**config.mk**
```make
export PLATFORM = sky130hd
export DESIGN_NAME = mcpi_ratio_div_flat
export DESIGN_NICKNAME = d
export VERILOG_FILES = /design/src/rtl/mcpi_ratio_div_if.sv /design/src/rtl/mcpi_ratio_div.sv /design/src/flat_wrapper.sv
export SDC_FILE = /design/constraint.sdc
export NUM_CORES = 1
export LEC_CHECK = 0
export CORE_ASPECT_RATIO = 1.75
export CORE_MARGIN = 2
export CORE_UTILIZATION = 55
export CTS_BUF_LIST = sky130_fd_sc_hd__clkbuf_8 sky130_fd_sc_hd__clkbuf_16
export DETAILED_ROUTE_END_ITERATION = 8
export DONT_BUFFER_PORTS = 1
export PLACE_DENSITY = 0.76
export SLEW_MARGIN = 15
export SYNTH_ARGS = -nofsm -noshare
export SYNTH_HDL_FRONTEND = slang
export SYNTH_SLANG_ARGS = --single-unit
```
**constraint.sdc**
```tcl
create_clock -name clk -period 2.2 [get_ports clk]
set_input_delay 0.55 -clock clk [delete_from_list [all_inputs] [get_ports clk]]
set_output_delay 0.55 -clock clk [all_outputs]
set_load 0.05 [all_outputs]
```
**src/rtl/mcpi_ratio_div_if.sv**
```systemverilog
// Trial-result stream into the pi-ratio divider and the estimate/status outputs coming back.
interface mcpi_ratio_div_if #(
  parameter int FRAC_W = 6
);
  logic              trial_valid;
  logic              trial_hit;
  logic [FRAC_W+1:0] est_q;
  logic              est_valid;
  logic              busy;
  logic              overrun;

  modport master (
    output trial_valid, trial_hit,
    input  est_q, est_valid, busy, overrun
  );

  modport slave (
    input  trial_valid, trial_hit,
    output est_q, est_valid, busy, overrun
  );
endinterface

```
**src/rtl/mcpi_ratio_div.sv**
```systemverilog
// Windowed hit counter for the Monte Carlo pi sampler; pi_est = 4*hits/WINDOW via a
// bit-serial restoring divider, saturated to unsigned Q2.FRAC_W.
//
// state   | meaning
// --------+-----------------------------------------------------------
// ST_IDLE | waiting for a window end; a window end here starts a divide
// ST_DIV  | one quotient bit per clock, NUM_W iterations
// ST_DONE | saturate/register est_q, pulse est_valid
module mcpi_ratio_div #(
  parameter int CNT_W  = 8,
  parameter int FRAC_W = 6,
  parameter int WINDOW = 200
) (
  input logic             clk,
  input logic             rst,
  mcpi_ratio_div_if.slave bus
);
  localparam int NUM_W  = CNT_W + FRAC_W + 2;
  localparam int ITER_W = $clog2(NUM_W + 1);

  localparam logic [1:0] ST_IDLE = 2'd0;
  localparam logic [1:0] ST_DIV  = 2'd1;
  localparam logic [1:0] ST_DONE = 2'd2;

  localparam logic [CNT_W-1:0]  WIN_M1   = CNT_W'(WINDOW - 1);
  localparam logic [CNT_W:0]    WIN_R    = (CNT_W + 1)'(WINDOW);
  localparam logic [ITER_W-1:0] ITER_END = ITER_W'(NUM_W - 1);

  logic [1:0]        state;
  logic [CNT_W-1:0]  trial_cnt;
  logic [CNT_W-1:0]  hit_cnt;
  logic [NUM_W-1:0]  num;
  logic [CNT_W:0]    rem;
  logic [NUM_W-1:0]  quot;
  logic [ITER_W-1:0] iter;

  logic              win_end;
  logic [CNT_W-1:0]  hits_fin;
  logic [CNT_W:0]    rem_sh;
  logic              q_bit;
  logic              sat;

  always_comb begin
    win_end  = bus.trial_valid && (trial_cnt == WIN_M1);
    hits_fin = hit_cnt + CNT_W'(bus.trial_hit);
    rem_sh   = {rem[CNT_W-1:0], num[NUM_W-1]};
    // A set top bit means the shifted remainder overflowed its width, so it is >= WINDOW.
    q_bit    = rem[CNT_W] || (rem_sh >= WIN_R);
    sat      = |quot[NUM_W-1:FRAC_W+2];
  end

  always_ff @(posedge clk) begin
    if (rst) begin
      state         <= ST_IDLE;
      trial_cnt     <= '0;
      hit_cnt       <= '0;
      num           <= '0;
      rem           <= '0;
      quot          <= '0;
      iter          <= '0;
      bus.est_q     <= '0;
      bus.est_valid <= 1'b0;
      bus.busy      <= 1'b0;
      bus.overrun   <= 1'b0;
    end else begin
      if (bus.trial_valid) begin
        if (win_end) begin
          trial_cnt <= '0;
          hit_cnt   <= '0;
        end else begin
          trial_cnt <= trial_cnt + 1'b1;
          hit_cnt   <= hits_fin;
        end
      end

      bus.est_valid <= 1'b0;
      // busy drops as est_valid falls, unless a new window is accepted on that same edge
      if (bus.est_valid) bus.busy <= 1'b0;

      case (state)
        ST_IDLE: begin
          if (win_end) begin
            num      <= {hits_fin, {(FRAC_W + 2){1'b0}}};
            rem      <= '0;
            quot     <= '0;
            iter     <= '0;
            state    <= ST_DIV;
            bus.busy <= 1'b1;
          end
        end
        ST_DIV: begin
          rem  <= q_bit ? (rem_sh - WIN_R) : rem_sh;
          num  <= {num[NUM_W-2:0], 1'b0};
          quot <= {quot[NUM_W-2:0], q_bit};
          iter <= iter + 1'b1;
          if (iter == ITER_END) state <= ST_DONE;
        end
        ST_DONE: begin
          bus.est_q     <= sat ? '1 : quot[FRAC_W+1:0];
          bus.est_valid <= 1'b1;
          state         <= ST_IDLE;
        end
        default: state <= ST_IDLE;
      endcase

      if (win_end && (state != ST_IDLE)) bus.overrun <= 1'b1;
    end
  end
endmodule
```
**src/flat_wrapper.sv**
```systemverilog
// flat-port wrapper written by rule: the top's interface ports become plain ports
module mcpi_ratio_div_flat 
#(
  parameter int CNT_W  = 8,
  parameter int FRAC_W = 6,
  parameter int WINDOW = 200
)
  (clk, rst, bus_trial_valid, bus_trial_hit, bus_est_q, bus_est_valid, bus_busy, bus_overrun);
  mcpi_ratio_div_if #(.FRAC_W(FRAC_W)) bus_i ();
  input logic clk;
  input logic rst;
  input wire logic [$bits(bus_i.trial_valid)-1:0] bus_trial_valid;
  input wire logic [$bits(bus_i.trial_hit)-1:0] bus_trial_hit;
  output wire logic [$bits(bus_i.est_q)-1:0] bus_est_q;
  output wire logic [$bits(bus_i.est_valid)-1:0] bus_est_valid;
  output wire logic [$bits(bus_i.busy)-1:0] bus_busy;
  output wire logic [$bits(bus_i.overrun)-1:0] bus_overrun;
  assign bus_i.trial_valid = bus_trial_valid;
  assign bus_i.trial_hit = bus_trial_hit;
  assign bus_est_q = bus_i.est_q;
  assign bus_est_valid = bus_i.est_valid;
  assign bus_busy = bus_i.busy;
  assign bus_overrun = bus_i.overrun;
  mcpi_ratio_div #(.CNT_W(CNT_W), .FRAC_W(FRAC_W), .WINDOW(WINDOW)) u_core (.clk(clk), .rst(rst), .bus(bus_i));
endmodule
```
==> metrics.txt, run 1 <==
initial core utilization 57.0%; CP Class reg -> reg; GRT overflow 0; Leak 1.11 nW; WL per Instance 15.9 microns; Inserted Diodes 0; CTS hold repair buffers 0; H-tree depth 3; f_max 554 MHz; Tmin final 1.80 ns; Core Rows 35; commonest non-fill, non-tap cell in the layout dfxtp_1; CTS Root Cell clkbuf_8; global placer's final weighted congestion 0.825; flops & latches, synth 67; CTS max path bufs 2; Iteration-0 DRC Markers 139; Final Cycle Share 82.0%; fin. max-slew vios 0; Antenna Nets Post-Route 0; Netlist cell types 53; # IOs 15; cell area after synthesis 2990 sq um; Syn. warnings 0; Post-synth EDFFs 0; Tot Pwr 2.17 mW; Vias/cell 6.37; ratio of cells with drive above 1 in the final layout 16.1%; share of the yosys chip area belonging to registers 44.8%; nature of the critical path startpoint flop; DRT Pass-1 Iters 4; Hold Crit Depth 1; TNS Setup 0 ns; Worst EP arrival 2.04 ns; cell count after synthesis 303; Synth Flop Type dfxtp_1; Final HPWL DP 4.03 mm; largest net degree at the start of global routing 36; Post-Syn Nets 313; kind of end point of the critical path flop; total die area 6070 sq um; initial antenna violation count 0; drt total wl 5.82 mm; Final nets 316; Die Ht 102 microns; status finished clean; Worst-Skew Late Latency 0.35 ns; IO Port Bufs 0; Core Area 5260 sq um; syn avg cell area 9.88 sq um; Layout Utilization 61.3%; Clock Skew 0.00986 ns; Rel. slew slack 55.6%; Area Growth Syn to Fin 7.61%; Residual DRC 0; unrepaired setup endpoints after global routing no; Area contributors post-synth dfxtp_1 45%, a22o_1 6.1%, a32o_1 3.0%, o221a_2 3.0%, o21ai_0 2.7%; worst path required time 2.44 ns; Fin Hold WS 0.277 ns; # clock sinks 67; PD cells 675 nW/um^2; vias in the first global route 2212; commonest non-fill, non-tap cells in the layout 67 x dfxtp_1, 21 x a22o_1, 20 x nor2_1; final setup fails 0; critical path peak fanout 21; area fraction of the dominant cell type after synthesis 44.8%; worst r2r path cells 6; CTS buffer count 9; Hold Vio Cnt, Final 0; CTS tree done; global-route wire length before repair 9.80 mm; cell taking the most area after synthesis dfxtp_1; IR drop worst, VDD 0.662 mV; Worst Max-Slew Pin Slew 0.666 ns; die width 59.8 microns; # Post-CTS Setup Buffers 0; maxcap violations 0; clock slew at reported path FFs 0.08 ns; routed vias 2332; PostCTS Resize Cnt 0; share of synthesized registers carrying an async set or reset 0%; Worst Hold Class in -> reg; Tot GR Track Use 21.3%
## sequential cells by signal, summed over array words and instances (netlist names)
| register | count |
|---|---|
| u_core.bus.busy | 1 |
| u_core.bus.est_q | 8 |
| u_core.bus.est_valid | 1 |
| u_core.bus.overrun | 1 |
| u_core.hit_cnt | 8 |
| u_core.iter | 5 |
| u_core.num | 8 |
| u_core.quot | 16 |
| u_core.rem | 9 |
| u_core.state | 2 |
| u_core.trial_cnt | 8 |
## metal layers
layer | global-route usage [%] | up-vias | routed length [microns]
met5 | 0 | - | 0
met1 | 23.0 | 1134 | 2470
met4 | 10.4 | 0 | 139
li1 | - | 1155 | -
met3 | 5.87 | 13 | 159
met2 | 36.8 | 30 | 3050
## cells in the mapped netlist (2+ instances only)
cell	n
a21boi_0	2
dfxtp_1	67
mux2_2	4
nand2_1	15
mux2i_1	4
nor2_1	20
nor2b_1	4
nand3_1	11
nand4_1	2
or4_1	3
xor2_1	2
or3_1	3
a31oi_1	2
nor3_1	9
a21oi_1	10
inv_1	13
ha_1	6
a22o_1	21
nor4_1	4
o21ai_0	16
xnor2_1	6
a32o_1	9
o41ai_1	2
o2bb2ai_1	4
and2_1	3
a311oi_1	3
o211ai_1	3
and3_1	2
o2111ai_1	2
o221a_2	8
buf_2	5
o31ai_1	5
buf_6	3
nor3b_1	2
clkbuf_1	7
nand2b_1	4
## worst paths after layout
kind,slack (ns),to,start
setup / recovery,0.40,u_core.iter[0],u_core.trial_cnt[0]
hold / removal,0.28,u_core.bus.overrun,rst
setup reg to reg,0.40,u_core.iter[0],u_core.trial_cnt[0]
hold reg to reg,0.47,u_core.iter[4],u_core.iter[4]
## critical path, stage by stage (launching register included)
cell     delay (ns)
dfxtp_1        0.37
ha_1           0.24
nand3_4        0.14
o31ai_4        0.27
a21oi_2        0.22
buf_12         0.22
mux2_2         0.25
## final cells by class
| cell class | instances | area (sq um) |
|---|---|---|
| Timing Repair Buffer | 8 | 72.6 |
| Sequential cell | 67 | 1340 |
| Fill cell | 451 | 2030 |
| Clock inverter | 7 | 51.3 |
| Multi-Input combinational cell | 206 | 1510 |
| Inverter | 14 | 52.6 |
| Clock buffer | 9 | 124 |
| Tap cell | 55 | 68.8 |
## logic make-up (layout without fill, tap and decap cells)
kind of cell | count (synthesis) | in the layout | share of synthesized area, %
AND/OR/NAND/NOR | 92 | 92 | 18.2
multiplexers | 8 | 8 | 2.84
buffers and inverters | 30 | 38 | 4.72
AO/OA/AOI/OAI | 92 | 92 | 24.6
XOR/XNOR | 8 | 8 | 2.34
adder cells (fa/ha/maj) | 6 | 6 | 2.51
flip-flops | 67 | 67 | 44.8
## stage by stage
| stage | cells | area (sq um) | setup slack (ns) |
|---|---|---|---|
| finish | 366 | 3220 | 0.395 |
| detailed placement | 350 | 3050 | 0.325 |
| floorplan | 303 | 2990 | 0.448 |
| global route | 366 | 3220 | 0.324 |
| global placement | 350 | 3050 | 0.365 |
| CTS | 366 | 3220 | 0.381 |
## power breakdown
part | internal [mW] | total (mW) | switching, mW
Combinational | 0.0179 | 0.0444 | 0.0265
Clock | 0.413 | 0.908 | 0.495
Sequential | 1.22 | 1.22 | 0.00422
Note: power is estimated with default switching activity, not from simulation.
==> inputs of run 2 (changes only) <==
clock period = 1.9 ns   (was 2.2 ns; I/O delays follow)
==> run 2 against run 1 <==
Compared with the run above: sequential share of layout area decreased by 0.40 points; final cell count grew 0.27%; via count fell by 0.13%; global-route usage shrank 0.73 points; maximum frequency grew 3.8%; setup slack lost 0.23 ns; non-clock buffer count up 1.
==> metrics.txt, run 2 (synthesis results as in run 1) <==
status finished clean; placed cell areas 3050 sq um (+0.25%); CTS Root Cell clkbuf_8; CP Class reg -> reg; initial antenna violation count 0 (unchanged); PostCTS Resize Cnt 0 (unchanged); Tot GR Track Use 20.5% (-0.73 points); PD cells 812 nW/um^2 (+20%); Tot Pwr 2.64 mW (+21%); Core Rows 35 (unchanged); GRT met2 Usage 34.6% (-2.2 points); Residual DRC 0 (unchanged); worst r2r src u_core.trial_cnt[0]; Worst Hold Class in -> reg; Hold Vio Cnt, Final 0 (unchanged); global placer's final weighted congestion 0.826 (+0.16%); critical path's largest stage delay 0.37 ns (about the same); initial core utilization 57.0% (unchanged); Cell Chain, Critical Path ha_1, and3_1, nand3_2, and2_1, a32o_1; Final HPWL DP 4.03 mm (-0.14%); Slowest-stage cell, CP dfxtp_1; Placed Cells 351 (+0.29%); commonest non-fill, non-tap cells in the layout 67 x dfxtp_1, 21 x a22o_1, 20 x nor2_1; fin. max-slew vios 0 (unchanged); Leak 1.13 nW (+2.0%); FILL cells 439 (-2.7%); Hold Path End u_core.hit_cnt[1]; Inserted Diodes 0 (unchanged); CTS max path bufs 2 (unchanged); Most flops, register u_core.quot; Core Area 5260 sq um (unchanged); Worst EP arrival 1.96 ns (-0.08 ns); global-route wire length before repair 9.54 mm (-2.7%); # Post-CTS Setup Buffers 0 (unchanged); CTS hold repair buffers 0 (unchanged); Antenna Nets Post-Route 0 (unchanged); # clock sinks 67 (unchanged); # IOs 15 (unchanged); Crit Reg-Reg Endpoint u_core.hit_cnt[7]; commonest non-fill, non-tap cell in the layout dfxtp_1; die width 59.8 microns (unchanged); met1 usage 23.2% (+0.21 points); nature of the critical path startpoint flop; Iteration-0 DRC Markers 118 (-15%); pre-CTS setup slack 0.0704 ns (-0.255 ns); Vias/cell 6.35 (-0.40%); kind of end point of the critical path flop; min-delay src rst; top flop regs u_core.quot x16, u_core.rem x9; Area Growth Syn to Fin 8.65%; Die Ht 102 microns (unchanged); CTS tree done; max reg flops 16 (unchanged); Finished Layout Cells 367 (+0.27%); critical path peak fanout 10 (-52%); largest net degree at the start of global routing 36 (unchanged); Tmin final 1.74 ns (-0.0652 ns); H-tree depth 3 (unchanged); R2R Setup Slk 0.16 ns (-0.23 ns); drt total wl 5.77 mm (-0.77%); total die area 6070 sq um (unchanged); Final Cycle Share 91.6% (+9.5 points); GRT overflow 0 (unchanged); f_max 575 MHz (+3.8%); Worst-Skew Late Latency 0.34 ns (about the same); ratio of cells with drive above 1 in the final layout 16.3% (+0.27 points); Layout Utilization 61.9% (+0.60 points); worst setup margin 0.160 ns (-0.235 ns); maxcap violations 0 (unchanged); DRT Pass-1 Iters 4 (unchanged); Top Usage Layer GRT met2; routed vias 2329 (-0.13%); worst path required time 2.13 ns (-0.31 ns); Fin Hold WS 0.212 ns (-0.0650 ns); clock slew at reported path FFs 0.08 ns (about the same); final setup fails 0 (unchanged); IR drop worst, VDD 0.531 mV (-20%); TNS Setup 0 ns (unchanged); vias in the first global route 2174 (-1.7%); CTS buffer count 9 (unchanged); final instance area 3250 sq um (+0.97%); Worst Max-Slew Pin Slew 0.550 ns (-0.116 ns); WL per Instance 15.7 microns (-1.0%); Clock Skew 0.00976 ns (-0.0000956 ns); IO Port Bufs 0 (unchanged); GR Layer Usage met3 5.62% (-0.26 points); unrepaired setup endpoints after global routing no; worst r2r path cells 5 (-1); Hold Crit Depth 1 (unchanged); Final nets 317 (+0.32%); Rel. slew slack 63.3% (+7.7 points)
==> run 2: cell count changes in the layout (fill, tap and decap cells not counted), sizes merged <==
cell / change
clkinvlp: -2
buf: +1
bufinv: +1
clkinv: +1
==> run 2: how the worst max path moves through the flow <==
stage / startpoint / endpoint / slack [ns]
finish: u_core.trial_cnt[0] / u_core.hit_cnt[7] / 0.16
global route: u_core.hit_cnt[0] / u_core.num[14] / 0.06
CTS: u_core.trial_cnt[0] / u_core.hit_cnt[7] / 0.16
detailed placement: bus_trial_hit / u_core.hit_cnt[4] / 0.07
global placement: bus_trial_hit / u_core.num[14] / 0.14
floorplan: bus_trial_hit / u_core.hit_cnt[4] / 0.22
==> run 2: power by group <==
part | switching, mW | internal (mW) | leakage [nW]
Combinational | 0.0296 | 0.0208 | 0.485
Sequential | 0.00500 | 1.41 | 0.540
Clock | 0.562 | 0.615 | 0.104
Total | 0.596 | 2.04 | 1.13
==> run 2: critical path, delay by kind of cell (launching register included) <==
family | cells | cell delay, ns
AO/OA/AOI/OAI | 1 | 0.25
adder cells (fa/ha/maj) | 1 | 0.24
flip-flops | 1 | 0.37
AND/OR/NAND/NOR | 3 | 0.76
==> run 2: layout make-up <==
cell class	instances	area (sq um)	area share, %
inverters	14	52.6	1.62
flip-flops and latches	67	1340	41.2
clock buffers	9	124	3.81
well taps	55	68.8	2.12
repair buffers	9	80.1	2.46
clock inverters	7	75.1	2.31
multi-input cells	206	1510	46.5
==> run 2: layer usage <==
metal	wire length (microns)	part of all wire [%]
met3	138	2.4
met4	125	2.2
met5	0	0
met2	3030	52
met1	2480	43
==> inputs of run 3 (changes only) <==
CORE_UTILIZATION = 45   (was 55)
PLACE_DENSITY = 0.66   (was 0.76)
==> run 3 against run 2 <==
Compared with the run above: die area is 21% higher; sequential share of layout area is 1.9 points lower; non-clock buffer count is 3 higher; via count is 1.9% lower; critical endpoint unchanged; critical path depth stayed put; flip-flop and latch count stayed put; wire length is 3.0% higher; setup slack better by 0.018 ns.
==> metrics.txt, run 3 (synthesis results as in run 1) <==
CP Class reg -> reg; Worst EP arrival 1.94 ns (-0.02 ns); # Post-CTS Setup Buffers 0 (unchanged); GRT met2 Usage 31.6% (-3.0 points); kind of end point of the critical path flop; Antenna Nets Post-Route 0 (unchanged); commonest non-fill, non-tap cell in the layout dfxtp_1; Tot Pwr 3.16 mW (+20%); vias in the first global route 2257 (+3.8%); Inserted Diodes 0 (unchanged); IR drop worst, VDD 0.564 mV (+6.2%); DRT Pass-1 Iters 4 (unchanged); Core Area 6490 sq um (+23%); routed vias 2285 (-1.9%); Core Rows 39 (+11%); initial core utilization 46.1% (-11 points); initial antenna violation count 0 (unchanged); maxcap violations 0 (unchanged); ratio of cells with drive above 1 in the final layout 16.9% (+0.53 points); PD cells 927 nW/um^2 (+14%); CTS tree done; H-tree depth 3 (unchanged); TNS Setup 0 ns (unchanged); Hold Vio Cnt, Final 0 (unchanged); commonest non-fill, non-tap cells in the layout 67 x dfxtp_1, 21 x a22o_1, 20 x nor2_1; Final nets 320 (+0.95%); Worst Hold Class in -> reg; Iteration-0 DRC Markers 111 (-5.9%); fin. max-slew vios 0 (unchanged); part of the power in registers 44.8% (-8.7 points); worst path required time 2.11 ns (-0.02 ns); global-route wire length before repair 10.2 mm (+7.3%); Top Usage Layer GRT met2; IO Port Bufs 0 (unchanged); drt total wl 5.94 mm (+3.0%); pre-CTS setup slack 0.0828 ns (+0.0123 ns); Tot GR Track Use 18.0% (-2.5 points); total die area 7350 sq um (+21%); Worst Max-Slew Pin Slew 0.522 ns (-0.0286 ns); Rel. slew slack 65.2% (+1.9 points); f_max 581 MHz (+1.1%); PostCTS Resize Cnt 0 (unchanged); WL per Instance 15.0 microns (-4.6%); clock slew at reported path FFs 0.05 ns (-0.03 ns); CTS max path bufs 2 (unchanged); NetSw 611 uW (+2.6%); Clock Skew 0.00584 ns (-0.00392 ns); status finished clean; top flop regs u_core.quot x16, u_core.rem x9; Vias/cell 5.77 (-9.1%); Die Ht 112 microns (+10%); global placer's final weighted congestion 0.811 (-1.8%); # IOs 15 (unchanged); Final HPWL DP 4.24 mm (+5.3%); die width 65.7 microns (+9.8%); unrepaired setup endpoints after global routing no; nature of the critical path startpoint flop; largest net degree at the start of global routing 36 (unchanged); CTS hold repair buffers 0 (unchanged); final setup fails 0 (unchanged); Area Growth Syn to Fin 13.9%; internal power 2.55 mW (+25%); Worst-Skew Late Latency 0.33 ns (about the same); CTS Root Cell clkbuf_16; max reg flops 16 (unchanged); critical path peak fanout 10 (unchanged); Final Cycle Share 90.6% (-0.97 points); worst setup margin 0.179 ns (+0.0184 ns); Most flops, register u_core.quot; sw frac 19.3% (-3.2 points); Clock power frac 53.6% (+9.1 points); GRT overflow 0 (unchanged); met1 usage 19.2% (-4.0 points); Residual DRC 0 (unchanged); Tmin final 1.72 ns (-0.0184 ns); CTS buffer count 9 (unchanged); Leak 1.19 nW (+5.1%); GR Layer Usage met3 4.85% (-0.77 points); Comb pwr share 1.6% (-0.3 points); # clock sinks 67 (unchanged)
run 3: cell types whose count changed in the layout (fill, tap and decap cells not counted):
cell / change
inv_6: -2
clkbuf_16: +9
clkinvlp_4: +1
buf_4: +4
clkbuf_8: -6
clkinv_4: -1
buf_12: -1
clkinv_2: -2
run 3: stage by stage:
step                      util [%]  cell area, sq um  std cells  hold slack, ns
after global placement        47.7              3100        381           0.447
after detailed placement      47.7              3100        381           0.451
after floorplan                  -              2990        303           0.432
after global routing          52.6              3410        396           0.212
final                         52.6              3410        396           0.227
after CTS                     52.6              3410        396           0.208
run 3: worst paths after layout:
kind | start | endpoint | slack [ns] | cells past startpoint
worst min-delay path | rst | u_core.hit_cnt[0] | 0.23 | 1
worst max register to register | u_core.trial_cnt[0] | u_core.hit_cnt[7] | 0.18 | 5
worst min register to register | u_core.iter[3] | u_core.iter[3] | 0.46 | 1
worst max-delay path | u_core.trial_cnt[0] | u_core.hit_cnt[7] | 0.18 | 5
run 3: final cells by class:
type	count	area [sq um]
flip-flops and latches	67	1340
clock buffers	12	267
well taps	82	103
clock inverters	3	46.3
inverters	14	52.6
multi-input cells	206	1510
fillers	582	3080
repair buffers	12	90.1
run 3: worst max-delay path, cell delays in order, from the launching register on:
cell and delay, ns:
dfxtp_1 0.35, ha_1 0.23, and3_1 0.24, nand3_2 0.24
and2_1 0.29, a32o_1 0.25
run 3: layer usage:
| metal | vias up | part of all wire (%) |
|---|---|---|
| met3 | 15 | 2.6 |
| met4 | 0 | 2.6 |
| met2 | 31 | 52 |
| li1 | 1164 | - |
| met1 | 1075 | 42 |
| met5 | - | 0 |
run 3: power by group through the flow:
stage,clock network (mW),logic (mW),registers [mW]
global route,1.78,0.0575,1.42
global placement,0,0.0500,1.45
CTS,1.73,0.0513,1.42
detailed placement,0,0.0511,1.45
finish,1.69,0.0508,1.42
floorplan,0,0.0578,1.45
